--- config.mk ---
export PLATFORM = sky130hd
export DESIGN_NAME = iobs_post
export DESIGN_NICKNAME = d
export VERILOG_FILES = /design/src/rtl/iobs_post.sv
export SDC_FILE = /design/constraint.sdc
export NUM_CORES = 1
export LEC_CHECK = 0
export CORE_MARGIN = 1.5
export CORE_UTILIZATION = 40
export DETAILED_ROUTE_END_ITERATION = 7
export DONT_BUFFER_PORTS = 1
export GPL_TIMING_DRIVEN = 0
export SYNTH_ARGS = -nofsm -noshare
export SYNTH_HDL_FRONTEND = slang
export SYNTH_SLANG_ARGS = --single-unit
--- constraint.sdc ---
create_clock -name C16M -period 14.4 [get_ports C16M]
set_clock_uncertainty 0.2 [all_clocks]
set_input_delay 2.88 -clock C16M [delete_from_list [all_inputs] [get_ports C16M]]
set_output_delay 2.88 -clock C16M [all_outputs]
set_load 0.1 [all_outputs]
--- src/rtl/iobs_post.sv ---
// iobs_post: CPU-to-I/O bridge with a 2-entry posted-write FIFO and a four-state bus-master request engine.
module iobs_post #(
  parameter bit POSTEN = 1'b1
) (
  input  logic        C16M,
  input  logic        RES,
  input  logic        CPUREQ,
  input  logic        CPURW,
  input  logic        CPULDS,
  input  logic        CPUUDS,
  input  logic [22:0] CPUA,
  input  logic [15:0] CPUD,
  output logic        CPUACK,
  output logic [15:0] CPUQ,
  output logic        IOREQ,
  output logic        IORW,
  output logic        IOLDS,
  output logic        IOUDS,
  output logic [22:0] IOA,
  output logic [15:0] IOD,
  input  logic        IOACT,
  input  logic        IODONE,
  input  logic [15:0] IODIN,
  output logic        BUSY
);
  typedef enum logic [1:0] {IDLE, REQ, ACT, DONE} state_t;
  state_t state, state_n;
  logic [40:0] fifo [2];
  logic        wptr, rptr;
  logic [1:0]  count;
  logic        armed, cur_dir, cur_rd;
  logic        take, push, direct, pop, load, done_exit;
  always_comb begin
    take      = CPUREQ & armed;
    push      = take & POSTEN & ~CPURW & (count != 2'd2);
    direct    = take & (CPURW | ~POSTEN) & (count == 2'd0) & (state == IDLE);
    pop       = (state == ACT) & IODONE & ~cur_dir;
    load      = (state == IDLE) & (direct | (count != 2'd0));
    done_exit = (state == DONE) & ~IOACT;
    BUSY      = (count != 2'd0) | (state != IDLE);
  end
  always_comb begin
    state_n = state;
    case (state)
      IDLE: state_n = load ? REQ : IDLE;
      REQ:  state_n = IOACT ? ACT : REQ;
      ACT:  state_n = IODONE ? DONE : ACT;
      DONE: state_n = IOACT ? DONE : IDLE;
    endcase
  end
  always_ff @(posedge C16M or posedge RES)
    if (RES) state <= IDLE;
    else     state <= state_n;
  // A direct (read or unposted) request bypasses the FIFO; it is only taken when the FIFO is empty.
  always_ff @(posedge C16M or posedge RES) begin
    if (RES) begin
      fifo[0] <= '0;
      fifo[1] <= '0;
      wptr    <= 1'b0;
      rptr    <= 1'b0;
      count   <= 2'd0;
      armed   <= 1'b1;
      cur_dir <= 1'b0;
      cur_rd  <= 1'b0;
      CPUACK  <= 1'b0;
      CPUQ    <= '0;
      IOREQ   <= 1'b0;
      IORW    <= 1'b0;
      IOLDS   <= 1'b0;
      IOUDS   <= 1'b0;
      IOA     <= '0;
      IOD     <= '0;
    end else begin
      if (push) fifo[wptr] <= {CPUA, CPUD, CPULDS, CPUUDS};
      wptr   <= wptr ^ push;
      rptr   <= rptr ^ pop;
      count  <= count + {1'b0, push} - {1'b0, pop};
      armed  <= (push | direct) ? 1'b0 : (~CPUREQ | armed);
      CPUACK <= push | (done_exit & cur_dir);
      if (load) begin
        IOREQ                   <= 1'b1;
        IORW                    <= direct & CPURW;
        {IOA, IOD, IOLDS, IOUDS} <= direct ? {CPUA, CPUD, CPULDS, CPUUDS} : fifo[rptr];
        cur_dir                 <= direct;
        cur_rd                  <= direct & CPURW;
      end
      if (state == REQ && IOACT) IOREQ <= 1'b0;
      if (state == ACT && IODONE && cur_rd) CPUQ <= IODIN;
    end
  end
endmodule

==> flow_summary.json, run 1 <==
{
  "period_share_pct": 36.5,
  "async_flop_share_pct": 100,
  "gr-total-overflow": 0,
  "place_hpwl_um": 11500,
  "ios": 124,
  "first_global_vias": 4838,
  "wl_per_cell_um": 21.5,
  "drive_above_1_share_pct": 26.6,
  "synthTopCellsByArea": "dfrtp_1 54%, mux2_2 9.6%, mux2_4 8.7%",
  "synth_top_area_share_pct": 53.9,
  "grtUsageMet3_pct": 5.74,
  "tightestPinTransition_ns": 1.20,
  "routed_wl_um": 17100,
  "synth_top_area_cell": "dfrtp_1",
  "cts_tree": "yes",
  "core_region_area_mm2": 0.0168,
  "yosysSeqAreaShare_pct": 54.3,
  "start_util_pct": 41.2,
  "cpMaxStageDelayCell": "nor4_4",
  "clkTransAtPathRegs_ns": 0.06,
  "grt_pass1_wl_um": 27400,
  "die_y_um": 134,
  "slew_viol_final": 0,
  "synth_area_mm2": 0.00691,
  "critPathKind": "reg2out",
  "fin_tns_setup_ns": 0,
  "r2r_end": "fifo[47]",
  "crit_path_end": "BUSY",
  "firstDrtPassIters": 4,
  "grtUsageMet1_pct": 25.1,
  "yosys_warnings": 0,
  "grt_util_all_layers_pct": 19.9,
  "fin_area_mm2": 0.00785,
  "relSlewSlack_pct": 19.7,
  "cp_data_arrival_time_ns": 2.18,
  "gp_congestion": 0.799,
  "status": "finished, final reports clean",
  "fillers": 1507,
  "r2r_start": "armed",
  "grt_max_degree": 99,
  "hold_buffers": 0,
  "slowest_delay_ns": 0.51,
  "rsz0062_at_grt": "no",
  "multiInputGateArea_mm2": 0.00286,
  "use_met2_pct": 32.0,
  "path_cells": "buf_2, nor4_4, inv_2, clkbuf_2",
  "cts_max_level": 4,
  "diodes": 0,
  "cp_max_fo": 10,
  "clock_tree.root_cell": "clkbuf_16",
  "dr.first_iter.drc_count": 336,
  "syn_inst": 543,
  "rr_worst_depth": 6,
  "cts-resized-gates": 0,
  "synth-seq-cells": 150,
  "end_kind": "primary output",
  "synth.distinct_cells": 35,
  "place_area_mm2": 0.00722,
  "crit_path_start": "state[0]",
  "hold_path.class": "reg2reg",
  "grt_antenna_before_repair": 0,
  "area_growth_pct": 13.6,
  "critPathLaunchType": "register",
  "rows": 47,
  "insertion_delay_ns": 0.42,
  "hold_viol": 0,
  "fp.dieArea_mm2": 0.0181,
  "min_period_ns": 5.26,
  "fin_nets": 628,
  "fmax_ghz": 0.190,
  "viasPerCell": 5.68,
  "busiest_layer": "met2",
  "setup_violations": 0,
  "maxCapViolCount": 0,
  "synth_flop_cell": "dfrtp_1",
  "die_x_um": 134,
  "drc": 0,
  "io_buffers": 0,
  "cts_buffers": 17,
  "postLayoutCoreUtil_pct": 46.9,
  "worstPathRequired_ns": 11.32,
  "postRouteAntennaNets": 0,
  "regArea_mm2": 0.00375,
  "postCtsSetupBuffers": 0,
  "syn-num-nets": 608,
  "synth_edf_count": 0,
  "syn_avg_cell_area_um2": 12.7,
  "clock-sinks": 150,
  "num_vias": 4521,
  "cts_max_path_buffers": 2,
  "rrSetupSlack_ns": 11.42
}
==> synth_stat cells (2+ instances only) <==
cell type and n:
o31ai_1 42, ha_1 2, nor2_1 2, mux2_4 40
nor3_1 43, xor2_1 4, a21o_1 2, mux2_2 59
nor2b_1 42, buf_12 4, dfrtp_1 149, o21ai_0 42
or2_1 2, a221oi_1 41, buf_2 9, inv_1 4
clkbuf_1 37, nand2_1 2
==> layer usage <==
metal  vias up  routed length [µm]
met2       122                8300
met4         0                 373
li1       2063                   -
met1      2310                7370
met3        26                1080
met5         -                   0
==> layout make-up <==
class	instances	share of cell area, %
Sequential cell	150	47.8
Multi-Input combinational cell	336	36.4
Clock buffer	20	5.81
Buffer	52	3.57
Tap cell	220	3.50
Clock inverter	12	2.23
Timing Repair Buffer	1	0.350
Inverter	5	0.303
==> cell usage in the layout (no fill, tap or decap), drive strengths merged, types with 2 or more instances in the layout <==
cell type  Yosys  layout
o31ai         42      42
dfrtp        149     149
clkbuf        37      57
a21o           2       2
xor2           4       4
o21ai         42      42
clkinv         0       7
mux2          99      99
bufinv         0       4
a221oi        41      41
or2            2       2
buf           15      16
nor3          43      43
inv            5       6
nor2           2       2
nand2          2       2
ha             2       2
nor2b         43      43
==> how the worst min path moves through the flow <==
stage | endpoint | from | slack, ns | cells past startpoint
6_report | fifo[60] | fifo[60] | 0.30 | 1
5_1_grt | fifo[46] | fifo[46] | 0.31 | 1
4_1_cts | fifo[45] | fifo[45] | 0.30 | 1
3_5_place_dp | fifo[45] | fifo[45] | 0.29 | 1
3_3_place_gp | fifo[74] | fifo[74] | 0.28 | 1
2_1_floorplan | cur_dir | cur_dir | 0.26 | 1
==> state kept, by name (all words and copies together), names as in the netlist, 2 cells and up, named ones only <==
register and count:
fifo 82, IOA 23, CPUQ 16, IOD 16, count 2
==> critical path: cells and delay by family, from the launching register on <==
family,cells,cell delay (ns)
buf+inv,3,0.88
flops,1,0.36
simple gates,1,0.51
==> cell families (layout without fill, tap and decap cells) <==
| family | Yosys count | after routing | share of synthesized area, % |
|---|---|---|---|
| AO/OA/AOI/OAI | 131 | 131 | 13.5 |
| XOR/XNOR | 5 | 5 | 0.633 |
| adder cells (fa/ha/maj) | 2 | 2 | 0.362 |
| buffers and inverters | 57 | 90 | 4.31 |
| flip-flops | 150 | 150 | 54.3 |
| multiplexers | 99 | 99 | 18.3 |
| AND/OR/NAND/NOR | 99 | 99 | 8.54 |
==> stage by stage <==
stage / hold WS, ns / worst slack, ns / std cells
after floorplan: 0.265 / 7.29 / 543
after global placement: 0.281 / 5.67 / 763
after detailed placement: 0.287 / 9.09 / 764
after CTS: 0.301 / 9.10 / 796
after global routing: 0.307 / 9.04 / 796
final: 0.297 / 9.14 / 796
Power of run 1 is not shown: default switching activity piles up to over one toggle a cycle in this logic, so the estimate is an artifact.
==> inputs of run 2 (changes only) <==
clock period = 5.1 ns   (was 14.4 ns; I/O delays follow)
==> run 2 against run 1 <==
Register-to-register slack worse by 9.2 ns. Non-clock buffer count is 3 higher. Sequential share of layout area shrank 0.45 points. Hold slack gained 0.0010 ns. Global-route usage up 0.057 points. Count of clock-buffer cells in the layout is 2 higher. Sequential cell count unchanged. Wire length increased by 1.5%. Highest routed layer unchanged.
==> flow_summary.json, run 2 (synthesis results as in run 1) <==
{
  "rows": 47,
  "postCtsSetupBuffers": 0,
  "viasPerCell": 5.76,
  "fin_nets": 631,
  "min_period_ns": 3.36,
  "regMostFlops": "fifo",
  "rsz0062_at_grt": "no",
  "maxCapViolCount": 0,
  "final_cell_mix": "149 x dfrtp_1, 59 x mux2_2, 43 x nor3_1",
  "drive_above_1_share_pct": 26.6,
  "cp_max_fo": 10,
  "cts_max_path_buffers": 2,
  "die_x_um": 134,
  "cts-resized-gates": 0,
  "cts_buffers": 17,
  "status": "finished, final reports clean",
  "io_buffers": 0,
  "hold_buffers": 0,
  "tightestPinTransition_ns": 1.09,
  "fp.dieArea_mm2": 0.0181,
  "setup_violations": 0,
  "final_common_cell": "dfrtp_1",
  "end_kind": "primary output",
  "gr-total-overflow": 0,
  "clkTransAtPathRegs_ns": 0.06,
  "relSlewSlack_pct": 26.9,
  "gp_congestion": 0.770,
  "dr.first_iter.drc_count": 299,
  "insertion_delay_ns": 0.42,
  "critPathKind": "reg2out",
  "fmax_ghz": 0.297,
  "cp_data_arrival_time_ns": 2.14,
  "die_y_um": 134,
  "clock_tree.root_cell": "clkbuf_16",
  "wl_per_cell_um": 21.8,
  "grt_max_degree": 41,
  "worstPathRequired_ns": 3.88,
  "core_region_area_mm2": 0.0168,
  "grt_pass1_wl_um": 27500,
  "diodes": 0,
  "start_util_pct": 41.2,
  "routed_wl_um": 17400,
  "postRouteAntennaNets": 0,
  "drc": 0,
  "place_hpwl_um": 11900,
  "cts_tree": "yes",
  "period_share_pct": 66.0,
  "dp_cells": 767,
  "postLayoutCoreUtil_pct": 47.3,
  "first_global_vias": 4799,
  "critPathLaunchType": "register",
  "clock-sinks": 150,
  "fin_cells": 798,
  "hold_path.class": "reg2reg",
  "grt_util_all_layers_pct": 19.9,
  "reg_top3": "fifo (82), IOA (23)",
  "area_growth_pct": 14.7,
  "rrSetupSlack_ns": 2.22,
  "num_vias": 4599,
  "ios": 124,
  "cts_max_level": 4,
  "firstDrtPassIters": 4,
  "largest_register_ff_count": 82,
  "grt_antenna_before_repair": 0,
  "hold_viol": 0,
  "slew_viol_final": 0,
  "fin_tns_setup_ns": 0
}
[run 2: changes by cell type in the layout (fill, tap and decap cells not counted), sizes merged]
cell	change
clkinv	-4
buf	+3
clkbuf	+2
clkinvlp	+2
inv	-2
bufinv	+1
[run 2: cell type report]
cell class / instances / area, µm²
clock buffer: 22 / 474
buffer: 52 / 280
sequential: 150 / 3750
fill: 1522 / 8830
clock inverter: 9 / 173
tap: 220 / 275
timing repair buffer: 4 / 87.6
multi-input combinational: 336 / 2860
inverter: 5 / 22.5
[run 2: worst paths after layout]
check	cells past startpoint	startpoint	endpoint
setup / recovery	4	state[0]	BUSY
max in group asynchronous	3	RES	fifo[59]
hold reg to reg	1	fifo[46]	fifo[46]
min in group asynchronous	1	RES	CPUQ[8]
hold / removal	1	fifo[46]	fifo[46]
setup reg to reg	6	armed	fifo[70]
[run 2: critical path: stages, from the launching register on]
cell and delay, ns:
dfrtp_1 0.35, buf_2 0.17, nor4_4 0.50, inv_2 0.18, clkbuf_2 0.50
[run 2: per-layer routing]
| layer | global-route usage (%) | up-vias | routed length (µm) |
|---|---|---|---|
| li1 | - | 2063 | - |
| met1 | 25.6 | 2371 | 7480 |
| met2 | 31.1 | 136 | 8360 |
| met3 | 5.89 | 29 | 1120 |
| met4 | 9.32 | 0 | 419 |
| met5 | 0 | - | 0 |
[run 2: per-stage QoR]
stage / hold slack [ns] / worst slack (ns) / area [µm²]
floorplan: 0.265 / 1.99 / 6920
global placement: 0.280 / 1.16 / 7190
detailed placement: 0.287 / 1.74 / 7280
CTS: 0.300 / 1.71 / 7930
global route: 0.306 / 1.58 / 7930
finish: 0.298 / 1.74 / 7930
Power of run 2 is left out for the same reason.
==> inputs of run 3 (changes only) <==
clock period = 3.2 ns   (was 5.1 ns; I/O delays follow)
==> run 3 against run 2 <==
Sequential cell count unchanged. Sequential share of layout area decreased by 0.060 points. Cell area increased by 0.13%. Register-to-register slack got worse by 1.9 ns. Count of clock-buffer cells in the layout unchanged. Via count decreased by 0.30%. Final cell count increased by 0.13%. Wire length about the same. Critical path type unchanged.
==> flow_summary.json, run 3 (synthesis results as in run 1) <==
{
  "cts_max_path_buffers": 2,
  "fmax_ghz": 0.335,
  "worstPathRequired_ns": 2.36,
  "area_growth_pct": 14.8,
  "io_buffers": 0,
  "final_cell_mix": "149 x dfrtp_1, 59 x mux2_2, 43 x nor3_1",
  "period_share_pct": 93.3,
  "min_period_ns": 2.99,
  "gr-total-overflow": 0,
  "clock-sinks": 150,
  "hold_path.class": "in2reg",
  "die_x_um": 134,
  "postCtsSetupBuffers": 0,
  "firstDrtPassIters": 4,
  "rr_worst_depth": 6,
  "postRouteAntennaNets": 0,
  "rsz0062_at_grt": "no",
  "whs_endpoint": "fifo[40]",
  "drc": 0,
  "rows": 47,
  "insertion_delay_ns": 0.42,
  "cts_tree": "yes",
  "cts_buffers": 17,
  "grt_max_degree": 41,
  "rrSetupSlack_ns": 0.33,
  "gp_congestion": 0.770,
  "ios": 124,
  "grt_util_all_layers_pct": 19.9,
  "num_vias": 4585,
  "status": "finished, final reports clean",
  "hold_viol": 0,
  "clkTransAtPathRegs_ns": 0.06,
  "critPathLaunchType": "register",
  "dr.first_iter.drc_count": 319,
  "hold_depth": 1,
  "slew_viol_final": 0,
  "regMostFlops": "fifo",
  "grt_pass1_wl_um": 27500,
  "wl_per_cell_um": 21.8,
  "reg_top3": "fifo (82), IOA (23)",
  "clock_tree.root_cell": "clkbuf_16",
  "r2r_end": "fifo[70]",
  "core_region_area_mm2": 0.0168,
  "setup_violations": 0,
  "grt_antenna_before_repair": 0,
  "cts_max_level": 4,
  "end_kind": "primary output",
  "die_y_um": 134,
  "final_common_cell": "dfrtp_1",
  "r2r_start": "armed",
  "tightestPinTransition_ns": 1.10,
  "place_hpwl_um": 11900,
  "cts-resized-gates": 0,
  "viasPerCell": 5.74,
  "setup_ws_ns": 0.215,
  "diodes": 0,
  "cp_max_fo": 10,
  "routed_wl_um": 17400,
  "relSlewSlack_pct": 26.0,
  "start_util_pct": 41.2,
  "fp.dieArea_mm2": 0.0181,
  "first_global_vias": 4799,
  "post-place-ws_ns": 0.221,
  "drive_above_1_share_pct": 26.6,
  "min_from": "CPUA[22]",
  "fin_nets": 632,
  "cp_data_arrival_time_ns": 2.15,
  "largest_register_ff_count": 82,
  "critPathKind": "reg2out",
  "maxCapViolCount": 0
}
==> run 3: final cells by class <==
| class | instances | area [µm²] |
|---|---|---|
| clock inverter | 9 | 173 |
| inverter | 5 | 22.5 |
| sequential | 150 | 3750 |
| buffer | 52 | 280 |
| clock buffer | 22 | 474 |
| timing repair buffer | 5 | 97.6 |
| multi-input combinational | 336 | 2860 |
| fill | 1521 | 8820 |
| tap | 220 | 275 |
==> run 3: worst max path at each step <==
stage | endpoint | cells after the start | slack [ns] | from
finish | BUSY | 4 | 0.21 | state[0]
global route | BUSY | 4 | 0.06 | state[0]
CTS | BUSY | 4 | 0.19 | state[0]
detailed placement | fifo[54] | 6 | 0.22 | CPUREQ
global placement | fifo[48] | 1 | -0.36 | RES
floorplan | CPUACK | 1 | 0.47 | RES
==> run 3: metrics by stage <==
step                hold slack, ns  setup TNS, ns  cells  area, µm²  utilization [%]
floorplan                    0.265              0    543       6920                -
global placement             0.280         -51.60    763       7190             42.9
detailed placement           0.287              0    767       7280             43.4
CTS                          0.141              0    799       7940             47.4
global route                 0.142              0    799       7940             47.4
finish                       0.160              0    799       7940             47.4
==> run 3: what timing repair did <==
item / 4_1_cts / 5_1_grt
hold endpoints to repair: 22 / 0
endpoints found under the setup margin: 0 / 0
hold buffers: 1 / 0
==> run 3: critical path: stages, from the launching register on <==
cell and delay [ns]:
dfrtp_1 0.35, buf_2 0.17, nor4_4 0.51, inv_2 0.18, clkbuf_2 0.50
==> run 3: metal layers <==
layer / global-route usage [%] / share of wire, % / vias to the layer above
met3: 5.89 / 6.6 / 23
li1: - / - / 2061
met2: 31.1 / 49 / 151
met1: 25.6 / 43 / 2350
met4: 9.32 / 2.0 / 0
met5: 0 / 0 / -
Power of run 3 is left out for the same reason.
